**src/rtl/tmnt_pal_pkg.sv**
```systemverilog
// Shared definitions for the palette RAM arbiter: bus width defaults and the
// CPU-side FSM state encoding.
package tmnt_pal_pkg;

    localparam int PAL_AW = 11;
    localparam int PAL_DW = 16;

    // Encoding is fixed so existing netlists and probes keep their meaning.
    localparam logic [1:0] ST_IDLE   = 2'd0;
    localparam logic [1:0] ST_ACCESS = 2'd1;
    localparam logic [1:0] ST_RDWAIT = 2'd2;
    localparam logic [1:0] ST_ACK    = 2'd3;

endpackage

```
**src/rtl/pal_arbiter.sv**
```systemverilog
// Palette RAM arbiter: video fetches own every pixel slot, the CPU gets the
// RAM only in ACCESS on non-video cycles, with a simple NCS/NDTACK handshake.
module pal_arbiter
    import tmnt_pal_pkg::*;
#(
    parameter int AW = PAL_AW,
    parameter int DW = PAL_DW
) (
    input  logic          clk_sys,
    input  logic          reset,
    input  logic          VID_CE,
    input  logic [AW-1:0] VID_CD,
    output logic [DW-1:0] VID_COL,
    output logic          VID_VALID,
    input  logic          CPU_NCS,
    input  logic          CPU_NREAD,
    input  logic          CPU_NUWR,
    input  logic          CPU_NLWR,
    input  logic [AW-1:0] CPU_A,
    input  logic [DW-1:0] CPU_DIN,
    output logic [DW-1:0] CPU_DOUT,
    output logic          CPU_NDTACK,
    output logic [AW-1:0] PAL_ADDR,
    output logic          PAL_WE_H,
    output logic          PAL_WE_L,
    output logic [DW-1:0] PAL_WDATA,
    input  logic [DW-1:0] PAL_Q
);

    logic [1:0]    state;
    logic [AW-1:0] lat_addr;
    logic [DW-1:0] lat_data;
    logic          lat_we_h;
    logic          lat_we_l;
    logic          vid_pending;
    logic          cpu_req;
    logic          lat_write;
    logic          cpu_owns;

    assign cpu_req   = !CPU_NCS && (!CPU_NREAD || !CPU_NUWR || !CPU_NLWR);
    assign lat_write = lat_we_h || lat_we_l;

    // Reset gates ownership so an aborted write never reaches the RAM.
    assign cpu_owns   = (state == ST_ACCESS) && !VID_CE && !reset;
    assign PAL_ADDR   = cpu_owns ? lat_addr : VID_CD;
    assign PAL_WE_H   = cpu_owns && lat_we_h;
    assign PAL_WE_L   = cpu_owns && lat_we_l;
    assign PAL_WDATA  = lat_data;
    assign CPU_NDTACK = reset || (state != ST_ACK);

    // Video path: RAM data appears one cycle after the slot and is captured then.
    always_ff @(posedge clk_sys) begin
        if (reset) begin
            vid_pending <= 1'b0;
            VID_VALID   <= 1'b0;
            VID_COL     <= '0;
        end else begin
            vid_pending <= VID_CE;
            VID_VALID   <= vid_pending;
            if (vid_pending) begin
                VID_COL <= PAL_Q;
            end
        end
    end

    // CPU FSM; a write strobe alongside the read strobe makes the access a write.
    always_ff @(posedge clk_sys) begin
        if (reset) begin
            state    <= ST_IDLE;
            lat_addr <= '0;
            lat_data <= '0;
            lat_we_h <= 1'b0;
            lat_we_l <= 1'b0;
            CPU_DOUT <= '0;
        end else begin
            case (state)
                ST_IDLE: begin
                    if (cpu_req) begin
                        lat_addr <= CPU_A;
                        lat_data <= CPU_DIN;
                        lat_we_h <= !CPU_NUWR;
                        lat_we_l <= !CPU_NLWR;
                        state    <= ST_ACCESS;
                    end
                end
                ST_ACCESS: begin
                    if (!VID_CE) begin
                        state <= lat_write ? ST_ACK : ST_RDWAIT;
                    end
                end
                ST_RDWAIT: begin
                    CPU_DOUT <= PAL_Q;
                    state    <= ST_ACK;
                end
                ST_ACK: begin
                    if (CPU_NCS) begin
                        state <= ST_IDLE;
                    end
                end
                default: state <= ST_IDLE;
            endcase
        end
    end

endmodule

```
**config.mk**
```make
export PLATFORM = sky130hd
export DESIGN_NAME = pal_arbiter
export DESIGN_NICKNAME = d
export VERILOG_FILES = /design/src/rtl/tmnt_pal_pkg.sv /design/src/rtl/pal_arbiter.sv
export SDC_FILE = /design/constraint.sdc
export NUM_CORES = 1
export LEC_CHECK = 0
export BUFFER_PORTS_ARGS = -buffer_cell sky130_fd_sc_hd__buf_4
export CAP_MARGIN = 20
export CORE_ASPECT_RATIO = 1.5
export CORE_MARGIN = 1.5
export CORE_UTILIZATION = 40
export DETAILED_ROUTE_END_ITERATION = 10
export PLACE_DENSITY = 0.69
export SYNTH_ARGS = -nofsm -noshare
export SYNTH_HDL_FRONTEND = slang
export SYNTH_SLANG_ARGS = --single-unit
```
**constraint.sdc**
```tcl
create_clock -name clk_sys -period 1.9 [get_ports clk_sys]
set_clock_uncertainty 0.1 [all_clocks]
set_input_delay 0.095 -clock clk_sys [delete_from_list [all_inputs] [get_ports clk_sys]]
set_output_delay 0.095 -clock clk_sys [all_outputs]
set_load 0.01 [all_outputs]
```
Yosys cells after proc, flatten, opt, wreduce, memory -nomap -nowiden. Cells that the tools add are included.

Register bits: 65. Bits in latches: 0. Bits in writable memories: 0. ROM bits: 0. Bits of input ports: 61. Word-level logic and storage cells: 40. Memories kept: 0.

Add/sub/neg operators: 0. $mul: 0. Div/mod/pow operators: 0. Magnitude comparators: 0. Equal/unequal tests: 7. Shifts and indexed selects: 0. Mux-type cells: 6. Bitwise operators: 0. Reduce and logical (&&, ||, !) cells: 18.

Operators by type and width (number): $mux W11 (1); $ne A2 B2 Y1 const B (4); $pmux W2 S4 (1); $logic_not A1 Y1 (6); $mux W2 (3); $logic_and A1 B1 Y1 (5); $eq A2 B2 Y1 const B (2); $logic_or A1 B1 Y1 (4); $reduce_and A3 Y1 (1); $eq A2 B1 Y1 const B (1); $logic_not A2 Y1 (1); $reduce_and A2 Y1 (1); $mux W1 (1).

Logic depth before layout (Yosys ltp). Gate-level depths: netlist of run 1.

Word-level depth: 6. Mapped depth: 6. Gate-level depth less buffers: 5.

Worst setup path after synthesis of run 1. Ideal clock, no wire load.

Path type: flip-flop to flip-flop. Start point: register state[0]. End point: register state[0]. Setup time: 121 ps. Arrival time: 1528 ps. Data required time: 1679 ps. Slack: 150 ps. Cell stages (with the launch flop): 6. Path buffers: 0. Period minus slack after synthesis: 1750 ps. Cells stage by stage: dfxtp_1 > inv_1 > ha_1 > mux2_4 > a221oi_4 > mux2_4.

Word-level cells in the longest chain between the ends: 3.

RTL lines: start: declaration (line pal_arbiter.sv:30) `logic [1:0] state;`; start signal: assignment (line pal_arbiter.sv:88) `state <= lat_write ? ST_ACK : ST_RDWAIT;`; $eq A2 B2 Y1 (tied with other cells) (line pal_arbiter.sv:76) `case (state)`; $ne A2 B2 Y1 (no source line); $reduce_and A3 Y1 (no source line).

Several ways; a longest one is shown, not always the timed one. A chain may end at the register's enable or synchronous reset.

Worst setup path after layout of run 1.
Start point: register state[1]. End point: output port PAL_ADDR[10].

Word-level cells in the longest chain between the ends: 4.

RTL lines: $eq A2 B1 Y1 (line pal_arbiter.sv:44) `assign cpu_owns = (state == ST_ACCESS) && !VID_CE && !reset;`; $logic_and A1 B1 Y1 (2 in a row) (line pal_arbiter.sv:44); $mux W11 (line pal_arbiter.sv:45) `assign PAL_ADDR = cpu_owns ? lat_addr : VID_CD;`; end: declaration (line pal_arbiter.sv:23) `output logic [AW-1:0] PAL_ADDR,`.

Every way passes these cells.

==> out/summary.txt, run 1 <==
worst vdd rail ir drop - 671 uV
post-placement cell count - 462
first-pass GRT wire length - 12500 um
Seq. cell area - 1310 sq um
post-route design area - 4530 sq um
later-pin clock latency in the skew report - 0.34 ns
antenna violations before repair - 0
# Max-Cap Violations - 0
critical path arrival - 1.76 ns
Post-Place Cell Area - 3660 sq um
Pleak - 2.00 nW
final critical-path share of the clock period - 103%
Mapped Cells - 276
routability-driven placement congestion ratio - 0.744
Data required, critical path - 1.70 ns
effective utilization at floorplan - 41.4%
Chip Height - 103 um
run status - complete, but fails checks
Post-Syn Area per Cell - 9.73 sq um
Worst Tran Pin Value - 0.418 ns
Crit. End Element - output pin
pin count of the biggest net entering global routing - 38
CP delay by family, top - buffers and inverters
Syn. warnings - 0
number of flip-flops and latches in the synthesized netlist - 65
area share of the largest cell type after synthesis - 48.5%
aggregate global routing overflow - 0
multi-input logic area - 1300 sq um
Distinct cells, synth - 27
setup TNS - -0.535 ns
number of standard cells in the layout, taps in and fillers out - 532
total met3 wirelength after detailed routing - 499 um
number of diodes added for antenna fixing - 0
vias after detailed routing - 2671
achievable clock frequency - 511 MHz
placeable core region - 6490 sq um
pre-CTS setup slack - 0.0814 ns
worst hold-check path type - in -> reg
routed metal-1 wirelength - 3150 um
net count after synthesis - 342
Overall Power - 4.51 mW
WS Path Type - reg -> out
final-stage net count - 517
CTS tree - yes
cell taking the most area after synthesis - sky130_fd_sc_hd__dfxtp_1
number of buffers created by CTS - 9
overall fraction of global-route tracks in use - 21.7%
fill cell total of the finished layout - 517
failing checks - negative setup slack
Slew Limit Headroom - 72.1%
cells taking the most area after synthesis - sky130_fd_sc_hd__dfxtp_1 48%, sky130_fd_sc_hd__mux2i_1 12%, sky130_fd_sc_hd__a21oi_1 5.4%
number of global-route vias before repair - 2602
routed length per instance - 14.8 um
number of endpoints failing setup at the final stage - 13
largest fanout of any net on the critical path - 5
proportion of synthesized chip area in sequential cells - 48.5%
ordered cell list for the critical path - inv_4 > ha_4 > nor3b_4 > buf_4 > buf_16 > mux2_4 > buf_6
Clock transition at path regs - 0.06 ns
Final ANT Viol Nets - 0
clock sink count - 65
DR vias/cell - 5.02
startpoint type of the worst setup path - register
site row count - 36
Hold WS - 0.0151 ns
overall die area - 7220 sq um
crit path setup slack, layout - -0.0560 ns
number of search-and-repair iterations in the first detailed-routing pass - 4
highest metal layer with signal wires - met4
ratio of cells with drive above 1 in the final layout - 39.0%
Hold Vio Cnt, Final - 0
buffers from clock root to sink, at most - 2
met2 wirelength from detailed routing - 4030 um
total standard cell area after synthesis - 2690 sq um
Area Overhead vs Synth - 68.6%
largest stage delay on the critical path - 0.36 ns
number of primary I/O pins - 124
DRC Markers - 0
number of enable flip-flop cells after synthesis - 0
cell at the root of the clock tree - sky130_fd_sc_hd__clkbuf_8
minimum clock period after layout - 1.96 ns
Post-Route Utilization - 69.8%
number of buffers and inverters on the critical path - 4
maximum level of the CTS H-tree - 3
library cell contributing the largest single delay on the critical path - sky130_fd_sc_hd__dfxtp_4
power density normalized to cell area - 995 nW/um^2
number of input and output port buffers inserted - 123
violation count after the first detailed-route iteration - 131
max-slew violation count - 0
fraction of registers with async set/reset - 0%
unrepaired setup endpoints after global routing - true
Detailed Route WL - 7850 um
commonest register cell after synthesis - sky130_fd_sc_hd__dfxtp_1
Die X-Extent - 69.9 um
placed wire-length estimate - 4730 um
==> layer usage <==
metal,up-vias,GRT usage [%]
li1,1312,-
met1,1228,25.0
met2,115,39.0
met3,16,3.97
met4,0,10.4
met5,-,0
==> worst paths after layout <==
check | startpoint | endpoint | slack, ns | depth (start not counted)
max | state[1] | PAL_ADDR[10] | -0.06 | 7
min | VID_CE | state[1] | 0.02 | 3
max reg2reg | state[1] | state[0] | 0.11 | 6
min reg2reg | PAL_WDATA[15] | PAL_WDATA[15] | 0.38 | 2
==> registers in the layout, summed over array words and instances (netlist names) <==
signal / flops
CPU_DOUT: 16
PAL_WDATA: 16
VID_COL: 16
lat_addr: 11
state: 2
VID_VALID: 1
lat_we_h: 1
lat_we_l: 1
vid_pending: 1
==> power by group <==
group          total (mW)  switching (mW)  leakage [nW]  internal (mW)
clock network        1.21           0.499         0.107          0.713
logic                1.60           0.737          1.36          0.860
registers            1.70           0.120         0.533           1.58
==> cells in the mapped netlist, types with 3 or more instances <==
cell type                  instances
sky130_fd_sc_hd__dfxtp_1          65
sky130_fd_sc_hd__mux2i_1          33
sky130_fd_sc_hd__nor2_1           33
sky130_fd_sc_hd__a21oi_1          29
sky130_fd_sc_hd__nand3_1          28
sky130_fd_sc_hd__o21ai_0          24
sky130_fd_sc_hd__mux2_2           11
sky130_fd_sc_hd__buf_2            10
sky130_fd_sc_hd__clkbuf_1          6
sky130_fd_sc_hd__ha_1              5
sky130_fd_sc_hd__nand2b_1          4
sky130_fd_sc_hd__buf_6             3
sky130_fd_sc_hd__inv_1             3
sky130_fd_sc_hd__o21ai_1           3
==> kinds of logic after synthesis <==
group	Yosys count	synth area share, %
adder cells (fa/ha/maj)	5	2.33
flip-flops	65	48.5
AO/OA/AOI/OAI	61	12.6
buffers and inverters	26	5.31
multiplexers	46	18.0
AND/OR/NAND/NOR	73	13.3
==> final cells by class <==
type / count / share of cell area (%)
flip-flops and latches: 65 / 28.9
inverters: 3 / 0.304
clock buffers: 14 / 3.81
repair buffers: 187 / 35.4
multi-input cells: 185 / 28.7
clock inverters: 2 / 0.774
well taps: 76 / 2.10
==> placed cells by master, fill, tap and decap left out, drive strengths merged, types with 2 or more instances in the layout <==
cell type and n:
and2 2, inv 3, nand3 28, nor2b 2, ha 5, a21oi 29
mux2 13, mux2i 33, buf 141, a311oi 2, dfxtp 65, nor2 33
nand2b 5, clkbuf 14, o21ai 27, dlygate4sd3 46
==> worst min-delay path: cells and delay by family <==
kind	cells	cell delay, ns
muxes	1	0.12
AOI/OAI and AO/OA	1	0.07
buffers and inverters	1	0.12
==> timing repair <==
item                                    4_1_cts  5_1_grt
setup buffers                                 5        3
endpoints found under the hold margin        62        0
resized for setup                            34        3
cloned                                        1        0
endpoints found under the setup margin       11       17
hold buffers                                 46        0
Power figures use the tool's default switching activity.
==> inputs of run 2 (changes only) <==
clock period = 2.35 ns   (was 1.9 ns; I/O delays follow)
==> run 2 against run 1 <==
Compared with the run above:
- the run now ends clean
- critical endpoint is now PAL_ADDR[0]
- critical path type unchanged
- final area fell by 4.9%
- sequential power fell by 20%
- register-to-register slack improved by 0.33 ns
- first-iteration DRC count fell by 23%
- core utilization fell by 3.4 points
- sequential share of layout area rose by 1.3 points
- non-clock buffer count fell by 12
- highest routed layer unchanged
- worst setup slack improved by 0.18 ns
- routed wire length fell by 4.9%
==> out/summary.txt, run 2 (synthesis results as in run 1) <==
critical path arrival - 2.00 ns (was 1.76 ns)
number of diodes added for antenna fixing - 0 (unchanged)
vias after detailed routing - 2597 (was 2671)
largest fanout of any net on the critical path - 13 (was 5)
most frequent standard cell in the layout excluding fill and tap cells - sky130_fd_sc_hd__buf_4 (unchanged)
number of primary I/O pins - 124 (unchanged)
number of endpoints failing setup at the final stage - 0 (was 13)
post-CTS setup buffer count - 0 (was 5)
CTS tree - yes (unchanged)
site row count - 36 (unchanged)
cell at the root of the clock tree - sky130_fd_sc_hd__clkbuf_8 (unchanged)
violation count after the first detailed-route iteration - 101 (was 131)
largest stage delay on the critical path - 0.37 ns (was 0.36 ns)
number of buffers and inverters on the critical path - 3 (was 4)
final-stage net count - 505 (was 517)
Worst Tran Pin Value - 0.553 ns (was 0.418 ns)
antenna violations before repair - 0 (unchanged)
run status - completed (was complete, but fails checks)
library cell contributing the largest single delay on the critical path - sky130_fd_sc_hd__mux2_2 (was sky130_fd_sc_hd__dfxtp_4)
final critical-path share of the clock period - 94.5%
minimum clock period after layout - 2.22 ns
maximum level of the CTS H-tree - 3 (unchanged)
later-pin clock latency in the skew report - 0.33 ns (was 0.34 ns)
Area Overhead vs Synth - 60.4% (was 68.6%)
ratio of cells with drive above 1 in the final layout - 36.5% (was 39.0%)
# Max-Cap Violations - 0 (unchanged)
routability-driven placement congestion ratio - 0.773 (was 0.744)
achievable clock frequency - 450 MHz
CP delay by family, top - buffers and inverters (unchanged)
placeable core region - 6490 sq um (unchanged)
DRC Markers - 0 (unchanged)
CTS resizes - 0 (was 34)
ordered cell list for the critical path - inv_1 > ha_1 > nor3b_4 > buf_4 > mux2_2 > buf_4 (was inv_4 > ha_4 > nor3b_4 > buf_4 > buf_16 > mux2_4 > buf_6)
most frequent cells in the layout - 129 x sky130_fd_sc_hd__buf_4, 65 x sky130_fd_sc_hd__dfxtp_1, 46 x sky130_fd_sc_hd__dlygate4sd3_1, 33 x sky130_fd_sc_hd__mux2i_1, 33 x sky130_fd_sc_hd__nor2_1 (was 126 x sky130_fd_sc_hd__buf_4, 63 x sky130_fd_sc_hd__dfxtp_1, 46 x sky130_fd_sc_hd__dlygate4sd3_1, 33 x sky130_fd_sc_hd__mux2i_1, 33 x sky130_fd_sc_hd__nor2_1)
fill cell total of the finished layout - 528 (was 517)
overall fraction of global-route tracks in use - 20.6% (was 21.7%)
pin count of the biggest net entering global routing - 49 (was 38)
Final ANT Viol Nets - 0 (unchanged)
number of buffers created by CTS - 9 (unchanged)
number of global-route vias before repair - 2523 (was 2602)
unrepaired setup endpoints after global routing - false (was true)
DR vias/cell - 4.99 (was 5.02)
critical path's most frequent cell - sky130_fd_sc_hd__buf_4
Chip Height - 103 um (unchanged)
first-pass GRT wire length - 11900 um (was 12500 um)
Hold Vio Cnt, Final - 0 (unchanged)
aggregate global routing overflow - 0 (unchanged)
Data required, critical path - 2.13 ns (was 1.70 ns)
max-slew violation count - 0 (unchanged)
Pleak - 1.88 nW (was 2.00 nW)
overall die area - 7220 sq um (unchanged)
power density normalized to cell area - 818 nW/um^2 (was 995 nW/um^2)
number of search-and-repair iterations in the first detailed-routing pass - 4 (unchanged)
number of input and output port buffers inserted - 123 (unchanged)
setup TNS - 0 ns (was -0.535 ns)
WS Path Type - reg -> out (unchanged)
Crit. End Element - output pin (unchanged)
startpoint type of the worst setup path - register (unchanged)
worst hold-check path type - in -> reg (unchanged)
effective utilization at floorplan - 41.4% (unchanged)
Detailed Route WL - 7460 um (was 7850 um)
Hold WS - 0.0467 ns (was 0.0151 ns)
Slew Limit Headroom - 63.1% (was 72.1%)
worst vdd rail ir drop - 511 uV (was 671 uV)
clock sink count - 65 (unchanged)
placed wire-length estimate - 4690 um (was 4730 um)
Clock transition at path regs - 0.07 ns (was 0.06 ns)
Die X-Extent - 69.9 um (unchanged)
routed length per instance - 14.4 um (was 14.8 um)
buffers from clock root to sink, at most - 2 (unchanged)
[run 2: layout make-up]
type                       count  area [sq um]  area share [%]
multi-input combinational    185          1240            28.8
timing repair buffer         175          1430            33.2
sequential                    65          1300            30.2
inverter                       3          11.3           0.261
clock inverter                 5          77.6            1.80
tap                           76          95.1            2.21
clock buffer                  11           151            3.52
[run 2: final timing paths]
kind	to	slack [ns]	depth (start not counted)	startpoint
setup / recovery	PAL_ADDR[0]	0.13	6	state[1]
hold / removal	PAL_WDATA[4]	0.05	2	reset
setup reg to reg	lat_we_h	0.44	5	state[0]
hold reg to reg	lat_addr[7]	0.38	2	lat_addr[7]
[run 2: stage by stage]
step | std cells | area [sq um] | worst slack [ns] | util (%) | total power, mW
after floorplan | 276 | 2690 | 0.600 | - | 2.04
after global placement | 458 | 3620 | 0.521 | 55.8 | 2.40
after detailed placement | 458 | 3620 | 0.432 | 55.8 | 2.42
after CTS | 520 | 4310 | 0.0908 | 66.4 | 3.56
after global routing | 520 | 4310 | 0.00883 | 66.4 | 3.74
final | 520 | 4310 | 0.129 | 66.4 | 3.52
[run 2: where the power goes]
group          switching, mW  total (mW)  internal, mW
Clock                  0.412        1.06         0.651
Combinational          0.538        1.10         0.562
Sequential            0.0961        1.36          1.27
[run 2: repair_timing]
action / in CTS / in global routing
endpoints found under the setup margin: 0 / 0
hold endpoints to repair: 62 / 0
hold buffers: 46 / 0
[run 2: layer usage]
metal	wire length [um]	global-route usage (%)	part of all wire, %
met5	0	0	0
met4	99	11.7	1.3
met3	487	4.94	6.5
met2	3790	34.4	51
met1	3090	24.4	41
[run 2: worst register-to-register path, cell delays in order (launching register included)]
cell                       delay [ns]
sky130_fd_sc_hd__dfxtp_1         0.36
sky130_fd_sc_hd__inv_1           0.14
sky130_fd_sc_hd__ha_1            0.30
sky130_fd_sc_hd__and2b_2         0.55
sky130_fd_sc_hd__a21oi_1         0.15
sky130_fd_sc_hd__a311oi_1        0.24
